## src/rtl/rv_inv_revaluate_unit.sv

```systemverilog
// Inverse Revaluate (chi) stage: decodes one 25-bit slice, one 5-bit row per cycle.
// Optional build macro RV_INV_CHECK_EN adds chk_err, a forward-chi self-check of the result.
module rv_inv_revaluate_unit #(
  parameter int ROW_W    = 5,
  parameter int NUM_ROWS = 5
) (
  input  logic                      clk,
  input  logic                      rst,
  input  logic                      in_valid,
  output logic                      in_ready,
  input  logic [ROW_W*NUM_ROWS-1:0] data,
  output logic                      out_valid,
  input  logic                      out_ready,
  output logic [ROW_W*NUM_ROWS-1:0] new_data,
  output logic                      busy
`ifdef RV_INV_CHECK_EN
  ,
  output logic                      chk_err
`endif
);
  localparam int SW = ROW_W * NUM_ROWS;

  typedef enum logic [1:0] {IDLE, ROW, DONE} state_t;

  state_t          state;
  logic [2:0]      row;
  logic [SW-1:0]   in_reg;
  logic [SW-1:0]   work;
  logic [SW-1:0]   next_work;

  function automatic logic [4:0] chi5(input logic [4:0] a);
    logic [4:0] r;
    r[0] = a[0] ^ (~a[1] & a[2]);
    r[1] = a[1] ^ (~a[2] & a[3]);
    r[2] = a[2] ^ (~a[3] & a[4]);
    r[3] = a[3] ^ (~a[4] & a[0]);
    r[4] = a[4] ^ (~a[0] & a[1]);
    return r;
  endfunction

  // chi5 is a bijection, so exactly one candidate matches; synthesis folds this to a table.
  function automatic logic [4:0] inv5(input logic [4:0] b);
    logic [4:0] r;
    r = '0;
    for (int c = 0; c < 32; c++)
      if (chi5(5'(c)) == b) r = 5'(c);
    return r;
  endfunction

  always_comb begin
    next_work = work;
    next_work[ROW_W*row +: ROW_W] = inv5(in_reg[ROW_W*row +: ROW_W]);
  end

  assign in_ready = (state == IDLE);
  assign busy     = (state != IDLE);

  always_ff @(posedge clk) begin
    if (rst) begin
      state     <= IDLE;
      row       <= '0;
      in_reg    <= '0;
      work      <= '0;
      new_data  <= '0;
      out_valid <= 1'b0;
    end else begin
      case (state)
        IDLE: if (in_valid) begin
          in_reg <= data;
          work   <= '0;
          row    <= '0;
          state  <= ROW;
        end
        ROW: begin
          work <= next_work;
          // last row lands directly in new_data so out_valid rises with it
          if (row == 3'(NUM_ROWS - 1)) begin
            row       <= '0;
            new_data  <= next_work;
            out_valid <= 1'b1;
            state     <= DONE;
          end else begin
            row <= row + 3'd1;
          end
        end
        DONE: if (out_ready) begin
          out_valid <= 1'b0;
          state     <= IDLE;
        end
        default: state <= IDLE;
      endcase
    end
  end

`ifdef RV_INV_CHECK_EN
  function automatic logic [SW-1:0] chi_slice(input logic [SW-1:0] a);
    logic [SW-1:0] r;
    r = '0;
    for (int y = 0; y < NUM_ROWS; y++)
      r[ROW_W*y +: ROW_W] = chi5(a[ROW_W*y +: ROW_W]);
    return r;
  endfunction

  assign chk_err = out_valid && (chi_slice(work) != in_reg);
`endif

endmodule
```

## config.mk

```make
export PLATFORM = sky130hd
export DESIGN_NAME = rv_inv_revaluate_unit
export DESIGN_NICKNAME = d
export VERILOG_FILES = /design/src/rtl/rv_inv_revaluate_unit.sv
export SDC_FILE = /design/constraint.sdc
export NUM_CORES = 1
export LEC_CHECK = 0
export ABC_CLOCK_PERIOD_IN_PS = 4800
export CAP_MARGIN = 10
export CORE_MARGIN = 5
export CORE_UTILIZATION = 40
export DETAILED_ROUTE_END_ITERATION = 6
export GPL_TIMING_DRIVEN = 0
export HOLD_SLACK_MARGIN = 0.02
export PLACE_DENSITY = 0.65
export SLEW_MARGIN = 25
export SYNTH_ARGS = -nofsm -noshare
export SYNTH_HDL_FRONTEND = slang
export SYNTH_SLANG_ARGS = --single-unit
```

## constraint.sdc

```tcl
create_clock -name clk -period 4.8 [get_ports clk]
set_clock_uncertainty 0.1 [all_clocks]
set_input_delay 0.96 -clock clk [delete_from_list [all_inputs] [get_ports clk]]
set_output_delay 0.96 -clock clk [all_outputs]
set_load 0.03 [all_outputs]
```

Word-level counts from Yosys, hierarchy flattened
Cells that the tools add are included.
Storage, ports and cells
  register bits: 81
  bits of input ports: 29
  output and inout port bits: 28
  logic and storage cells: 102
Operators by class
  $add $sub $neg: 2
  multiply operators: 1
  eq/ne operators: 37
  shifts and indexed selects: 3
  mux-type cells: 44
  reduce and logical (&&, ||, !) cells: 9
Operators by type and width (count)
  $mux 5: 30
  $eq 5x5->1 const A: 16
  $pmux 25 s2: 1
  $eq 4x5->1 const A: 8
  $neg 6->34: 1
  $shift 5x34->25 const A: 1
  $shiftx 5x34->25: 1
  $bwmux 25: 1
  $mux 25: 1
  $shiftx 25x7->5: 1
  $eq 3x5->1 const A: 4
  $eq 2x5->1 const A: 2
  $mul 3x3->6 const A: 1
  $mux 2: 3
  $mux 3: 2
  $ne 2x2->1 const B: 3
  $pmux 2 s3: 1
  $pmux 3 s2: 1
  $reduce_and 2->1: 3
  $reduce_and 3->1: 2
  $reduce_bool 2->1: 3
  $eq 1x5->1 const A: 1
  $add 3x1->3 const B: 1
  $eq 3x3->1 const B: 1
  other kinds (5): 7

Depth between registers and ports, before layout
Gate-level depths: netlist of run 1.
  word-level depth: 37
  depth in mapped cells: 11
  gate-level depth less buffers: 9

Least setup slack after synthesis of run 1
No wires, ideal clock.
  kind: reg2reg
  start: reg row[0]
  end: reg new_data[14]
  library setup time: 0.130 ns
  arrival time: 2.068 ns
  required time: 4.570 ns
  setup slack: 2.503 ns
  stages on the path, launching flop included: 8
  path buffers: 1
  period minus slack after synthesis: 2.297 ns
  cells stage by stage: dfxtp_1 -> buf_6 -> mux2_2 -> a221oi_4 -> nand2b_2 -> mux2i_2 -> xor2_2 -> o21ai_1
Between the ends
  longest elaborated chain between the ends: 36
  elaborated cells on any way between the ends: 70
  classes of those cells: add/sub (1); mul (1); eq/ne (32); shift (3); mux (32); reduce/logical (1)
RTL lines
  start, declared: RTL line 26  | logic [2:0] row;
  start signal, assigned: RTL line 83  | row <= row + 3'd1;
  $mul 3x3->6: RTL line 52  | next_work[ROW_W*row +: ROW_W] = inv5(in_reg[ROW_W*row +: ROW_W]);
  $shiftx 25x7->5: RTL line 52
  $eq 4x5->1: RTL line 46  | if (chi5(5'(c)) == b) r = 5'(c);
  $mux 1: RTL line 46
  $mux 5 (30 in a row): RTL line 46
  $shiftx 5x34->25: RTL line 52
  $bwmux 25: RTL line 52
  end signal, assigned: RTL line 79  | new_data <= next_work;
  end, declared: RTL line 14  | output logic [ROW_W*NUM_ROWS-1:0] new_data,
Parallel ways exist; a longest one is shown, timed or not.
A chain may end at the register's enable or synchronous reset.

==> results.cfg, run 1 <==
[cts]
clockBufferDepth = 2
cts_num_sinks = 81
cts_tree = done
htreeDepth = 3
worstSkewPairLatency_ns = 0.35
cts_resized = 0
path_clk_slew_ns = 0.08
cts_setup_buffers = 0
cts_root_buf = clkbuf_8
cts-buffers-inserted = 9
ctsHoldBuffers = 0

[power]
power_frac_clock = 0.383
internal-power_w = 0.001064
p_per_area_nw_per_um2 = 328.3
p_sw_frac = 0.2574
ir_worst_vdd_uv = 125.8
pwr-share-comb = 0.128
p_seq_frac = 0.488
leakagePower_nw = 1.526
switchingPower_w = 0.0003690

[timing]
rsz0062_at_grt = no
fin_setup_tns_ns = 0
fin_crit_sh = 0.6131
fmax_mhz = 339.8
slew_viol_final = 0
finalSetupViolCount = 0
tightest_slew_ns = 0.7234
hold_viol = 0
fin_crit_ns = 2.943
relSlewSlack = 0.5177
whs_ns = 0.3505

[final_layout]
final_net_count = 495
design_area_um2 = 4365
multi_input_area_um2 = 1745
diodes = 0
syn_to_final_growth_pct = 26.41
drive_gt1_frac = 0.08817
fillers = 769
seq_area_um2 = 1622

[route]
drt_iter0_drc = 131
drtAntennaViolNets = 0
post-route-drc-count = 0
vias_per_cell = 5.144
first_pass_iters = 4
vias = 2932
wire_per_inst_um = 14.64
wirelength_um = 8346

[floorplan]
dieArea_um2 = 10590
ios = 57
num_rows = 33
die_w_um = 102.9
die_height_um = 102.9
initial_core_util = 0.4161
core_area_um2 = 8299

[worst_setup_path]
cp-end-kind = register
cp_common_cell = clkbuf_1
cp.required_ns = 4.98
critPathTopFamily = buffers and inverters
slowest_delay_ns = 0.64
worst-endpoint-arrival_ns = 3.12
worst-path-max-fanout = 10
cp-start-kind = input pin
critical_path_buf_inv_count = 3
critical_path_class = input pin to register
critical_path.slowest_cell = a21oi_1
path_cells = clkdlybuf4s50_1 -> clkbuf_1 -> a21oi_1 -> clkbuf_1 -> a22oi_1 -> o21ai_1

[place]
portBuffers = 56
placed_cell_area_um2 = 4145
dpl.hpwl_um = 6165
gp_congestion = 0.8901

[synth]
avgSynthCellArea_um2 = 8.787
synth_area_leader_cell = dfxtp_1
syn_nets = 428
netlist.area_leader.share = 0.4696
synth_seq_cells = 81
synth_area_leaders = dfxtp_1, nand2_1, a22oi_1, a21oi_1, a221oi_4
yosysWarnings = 0
synth_cells = 393
yosysUniqueCellTypes = 33
synth_area_um2 = 3453
yosysSeqAreaShare = 0.4696

[global_route]
grt_start_max_net_pins = 14
antenna_found_initial = 0
grt_use_total = 0.1694
top_usage_layer = met2
grt_pass1_wl_um = 13960
grt_use_met1 = 0.2088
use_met2 = 0.2773
grt_use_met3 = 0.04263
grt_pass1_vias = 2987
grt-ovfl-total = 0

[status]
status = finished, final reports clean

[run]
cap_violations = 0

[min_path]
worstHoldPathType = register to register
stage by stage:
| stage | cells | power [W] | setup slack [ns] | util |
|---|---|---|---|---|
| after global placement | 554 | 0.0008957 | 1.599 | 0.4995 |
| after floorplan | 393 | 0.0008302 | 2.503 | - |
| after detailed placement | 554 | 0.0009005 | 1.539 | 0.4995 |
| after global routing | 570 | 0.001490 | 1.714 | 0.5260 |
| final | 570 | 0.001433 | 1.857 | 0.5260 |
| after CTS | 570 | 0.001443 | 1.906 | 0.5260 |
cells in the mapped netlist, drive strengths merged:
library cell and n:
nand2 96, dfxtp 81, o21ai 51, a21oi 35, a22oi 26, nor2 24, clkbuf 12, mux2i 10
nand2b 9, ha 6, mux2 6, nor2b 6, a221oi 5, xor2 5, buf 4, nand4 4
inv 3, nor3b 2, a211oi 1, and2 1, and3 1, and4 1, nor3 1, nor4 1
o21bai 1, or3b 1
power by group through the flow:
stage / logic (W) / clock network, W / registers [W]
3_5_place_dp: 0.000185 / 0 / 0.000715
5_1_grt: 0.000206 / 0.000582 / 0.000701
3_3_place_gp: 0.000181 / 0 / 0.000715
2_1_floorplan: 0.000118 / 0 / 0.000712
4_1_cts: 0.000185 / 0.000558 / 0.000700
6_report: 0.000184 / 0.000550 / 0.000700
area by class of cell:
type	count	share of cell area
Sequential cell	81	0.3715
Clock inverter	5	0.01806
Clock buffer	11	0.03239
Buffer	16	0.01720
Tap cell	105	0.03009
Multi-Input combinational cell	293	0.3998
Timing Repair Buffer	56	0.1284
Inverter	3	0.002580
cell families (layout without fill, tap and decap cells):
kind of cell    count (synthesis)  in the layout  synth area share
compound gates                119            119            0.2236
mux                            16             16           0.05181
fa+ha+maj                       6              6           0.02174
xor+xnor                        5              5           0.02355
flops                          81             81            0.4696
buf+inv                        19             91           0.02500
simple gates                  147            147            0.1848
worst paths after layout:
check,depth (start not counted),slack (ns),from,endpoint
worst min-delay path,2,0.35,work[14],work[14]
worst max register to register,9,2.03,row[0],work[8]
worst max-delay path,6,1.86,rst,new_data[24]
worst min register to register,2,0.35,work[14],work[14]
tightest hold or removal path, stage by stage, from the launching register on:
cell and delay [ns]:
dfxtp_1 0.31, nand2_1 0.05, o21ai_1 0.05
layout by cell type (no fill, tap or decap), drive strengths merged, types with 4 or more instances in the layout:
cell,count
a21oi,35
xor2,5
nand4,4
nor2b,6
a221oi,5
nor2,24
ha,6
a22oi,26
dfxtp,81
mux2i,10
clkbuf,23
nand2b,9
buf,4
clkdlybuf4s50,56
mux2,6
o21ai,51
nand2,96
metal layers:
metal	part of all wire	wire (um)	up-vias
met2	0.48	4022	81
met5	0	0	-
li1	-	-	1502
met4	0.013	107	0
met3	0.058	484	10
met1	0.45	3732	1339
(Power assumes the default switching activity.)
==> run 2, diff against run 1 <==
--- a/config.mk
+++ b/config.mk
@@ -5,14 +5,14 @@
 export SDC_FILE = /design/constraint.sdc
 export NUM_CORES = 1
 export LEC_CHECK = 0
-export ABC_CLOCK_PERIOD_IN_PS = 4800
+export ABC_CLOCK_PERIOD_IN_PS = 2390
 export CAP_MARGIN = 10
 export CORE_MARGIN = 5
 export CORE_UTILIZATION = 40
 export DETAILED_ROUTE_END_ITERATION = 6
 export GPL_TIMING_DRIVEN = 0
 export HOLD_SLACK_MARGIN = 0.02
-export PLACE_DENSITY = 0.65
+export PLACE_DENSITY = 0.67
 export SLEW_MARGIN = 25
 export SYNTH_ARGS = -nofsm -noshare
 export SYNTH_HDL_FRONTEND = slang
==> constraint.sdc (replaced) <==
create_clock -name clk -period 2.39 [get_ports clk]
set_clock_uncertainty 0.1 [all_clocks]
set_input_delay 0.478 -clock clk [delete_from_list [all_inputs] [get_ports clk]]
set_output_delay 0.478 -clock clk [all_outputs]
set_load 0.03 [all_outputs]
==> results.cfg, run 2 (synthesized netlist as in run 1, its figures left out) <==
[cts]
ctsHoldBuffers = 0
path_clk_slew_ns = 0.08
cts_tree = done
cts_num_sinks = 81
cts_root_buf = clkbuf_8
worstSkewPairLatency_ns = 0.36
cts-buffers-inserted = 9
htreeDepth = 3
clockBufferDepth = 2

[min_path]
hold_start = work[24]
hold-path-cell-count = 2
worstHoldPathType = register to register
holdPathEnd = work[24]

[timing]
fin_crit_sh = 1.007
tightest_slew_ns = 0.5277
fin_crit_ns = 2.408
fmax_mhz = 415.4
setup_ws_ns = -0.01758
finalSetupViolCount = 6
relSlewSlack = 0.6482
slew_viol_final = 0
rsz0062_at_grt = yes
hold_viol = 0

[global_route]
grt_start_max_net_pins = 16
grt-ovfl-total = 0
antenna_found_initial = 0
grt_use_total = 0.1693
grt_pass1_wl_um = 13880
grt_pass1_vias = 2995

[floorplan]
initial_core_util = 0.4161
core_area_um2 = 8299
num_rows = 33
die_w_um = 102.9
die_height_um = 102.9
ios = 57
dieArea_um2 = 10590

[worst_setup_path]
cp-start-kind = register
rr_startpoint = row[0]
critical_path_class = register to register
rr_worst_depth = 10
worst-path-max-fanout = 8
cp-end-kind = register
reg2reg_slack_ns = -0.02
worst-endpoint-arrival_ns = 2.56
cp.required_ns = 2.54
r2r-end = work[16]

[power]
ir_worst_vdd_uv = 362.6
leakagePower_nw = 1.716
p_per_area_nw_per_um2 = 615.7

[place]
pre_cts_ws_ns = -0.3831
placed_cell_area_um2 = 4145
dpl.hpwl_um = 5995
portBuffers = 56
gp_congestion = 0.8767

[route]
vias_per_cell = 5.171
wirelength_um = 8814
vias = 3056
first_pass_iters = 5
wire_per_inst_um = 14.91
drtAntennaViolNets = 0
post-route-drc-count = 0
drt_iter0_drc = 120

[final_layout]
drive_gt1_frac = 0.1852
diodes = 0
syn_to_final_growth_pct = 38.48
final_common_cell = nand2_1
design_area_um2 = 4782
final_net_count = 516
layout_common_cells = nand2_1, dfxtp_1, clkdlybuf4s50_1, a21oi_1

[run]
cap_violations = 0

[status]
violations = negative setup slack
status = finished with violations
==> run 2: cell count changes in the layout (fill, tap and decap cells not counted), sizes merged <==
cell / previous run / this run
buf: 4 / 24
bufinv: 2 / 0
clkdlybuf4s50: 56 / 55
clkinv: 3 / 2
clkinvlp: 0 / 1
dlymetal6s2s: 0 / 1
inv: 3 / 6
==> run 2: repair_timing <==
| action | 4_1_cts | 5_1_grt |
|---|---|---|
| setup endpoints to repair | 51 | 52 |
| endpoints found under the hold margin | 0 | 0 |
| setup buffers | 15 | 6 |
| resized for setup | 11 | 33 |
| pin swaps | 2 | 15 |
| gates cloned | 0 | 2 |
==> run 2: metrics by stage <==
stage	total power [W]	hold WS, ns	utilization	setup TNS [ns]	std cells
3_5_place_dp	0.001808	0.3435	0.4995	-16.78	554
5_1_grt	0.003064	0.3806	0.5762	-2.822	591
6_report	0.002944	0.3575	0.5762	-0.04799	591
2_1_floorplan	0.001667	0.3259	-	0	393
4_1_cts	0.002873	0.3567	0.5510	-0.007249	585
3_3_place_gp	0.001798	0.3376	0.4995	-13.90	554
==> run 2: routing by layer <==
layer / global-route usage / part of all wire
met2: 0.2807 / 0.51
met1: 0.2034 / 0.42
met5: 0 / 0
met4: 0.07968 / 0.021
met3: 0.04601 / 0.053
==> run 2: cell type report <==
cell class,instances,area [um^2]
buffer,15,86.33
fill,742,3517
timing repair buffer,78,825.8
clock inverter,6,50.05
inverter,3,11.26
clock buffer,10,137.6
tap,105,131.4
sequential,81,1628
multi-input combinational,293,1912
==> run 2: where the power goes <==
| part | internal [W] | total, W | leakage, nW | switching (W) |
|---|---|---|---|---|
| Clock | 0.000420 | 0.000955 | 0.0952 | 0.000535 |
| Sequential | 0.00138 | 0.00141 | 0.659 | 0.0000243 |
| Combinational | 0.000287 | 0.000584 | 0.963 | 0.000297 |
| Total | 0.00209 | 0.00294 | 1.72 | 0.000855 |
==> run 2: critical path, stage by stage (launching register included) <==
cell	delay, ns
dfxtp_4	0.38
buf_8	0.14
buf_12	0.12
mux2i_4	0.21
nor2_2	0.07
a221oi_4	0.26
nand2b_4	0.22
mux2i_4	0.29
xor2_4	0.25
clkbuf_16	0.20
o21ai_2	0.05
==> run 2: worst max path at each step <==
stage / start / to / slack [ns] / cells after the start
after floorplan: row[0] / new_data[14] / 0.09 / 7
after detailed placement: row[0] / work[12] / -0.38 / 9
after global routing: row[0] / work[9] / -0.09 / 11
final: row[0] / work[16] / -0.02 / 10
after CTS: row[0] / new_data[7] / -0.007 / 10
after global placement: rst / new_data[16] / -0.31 / 6
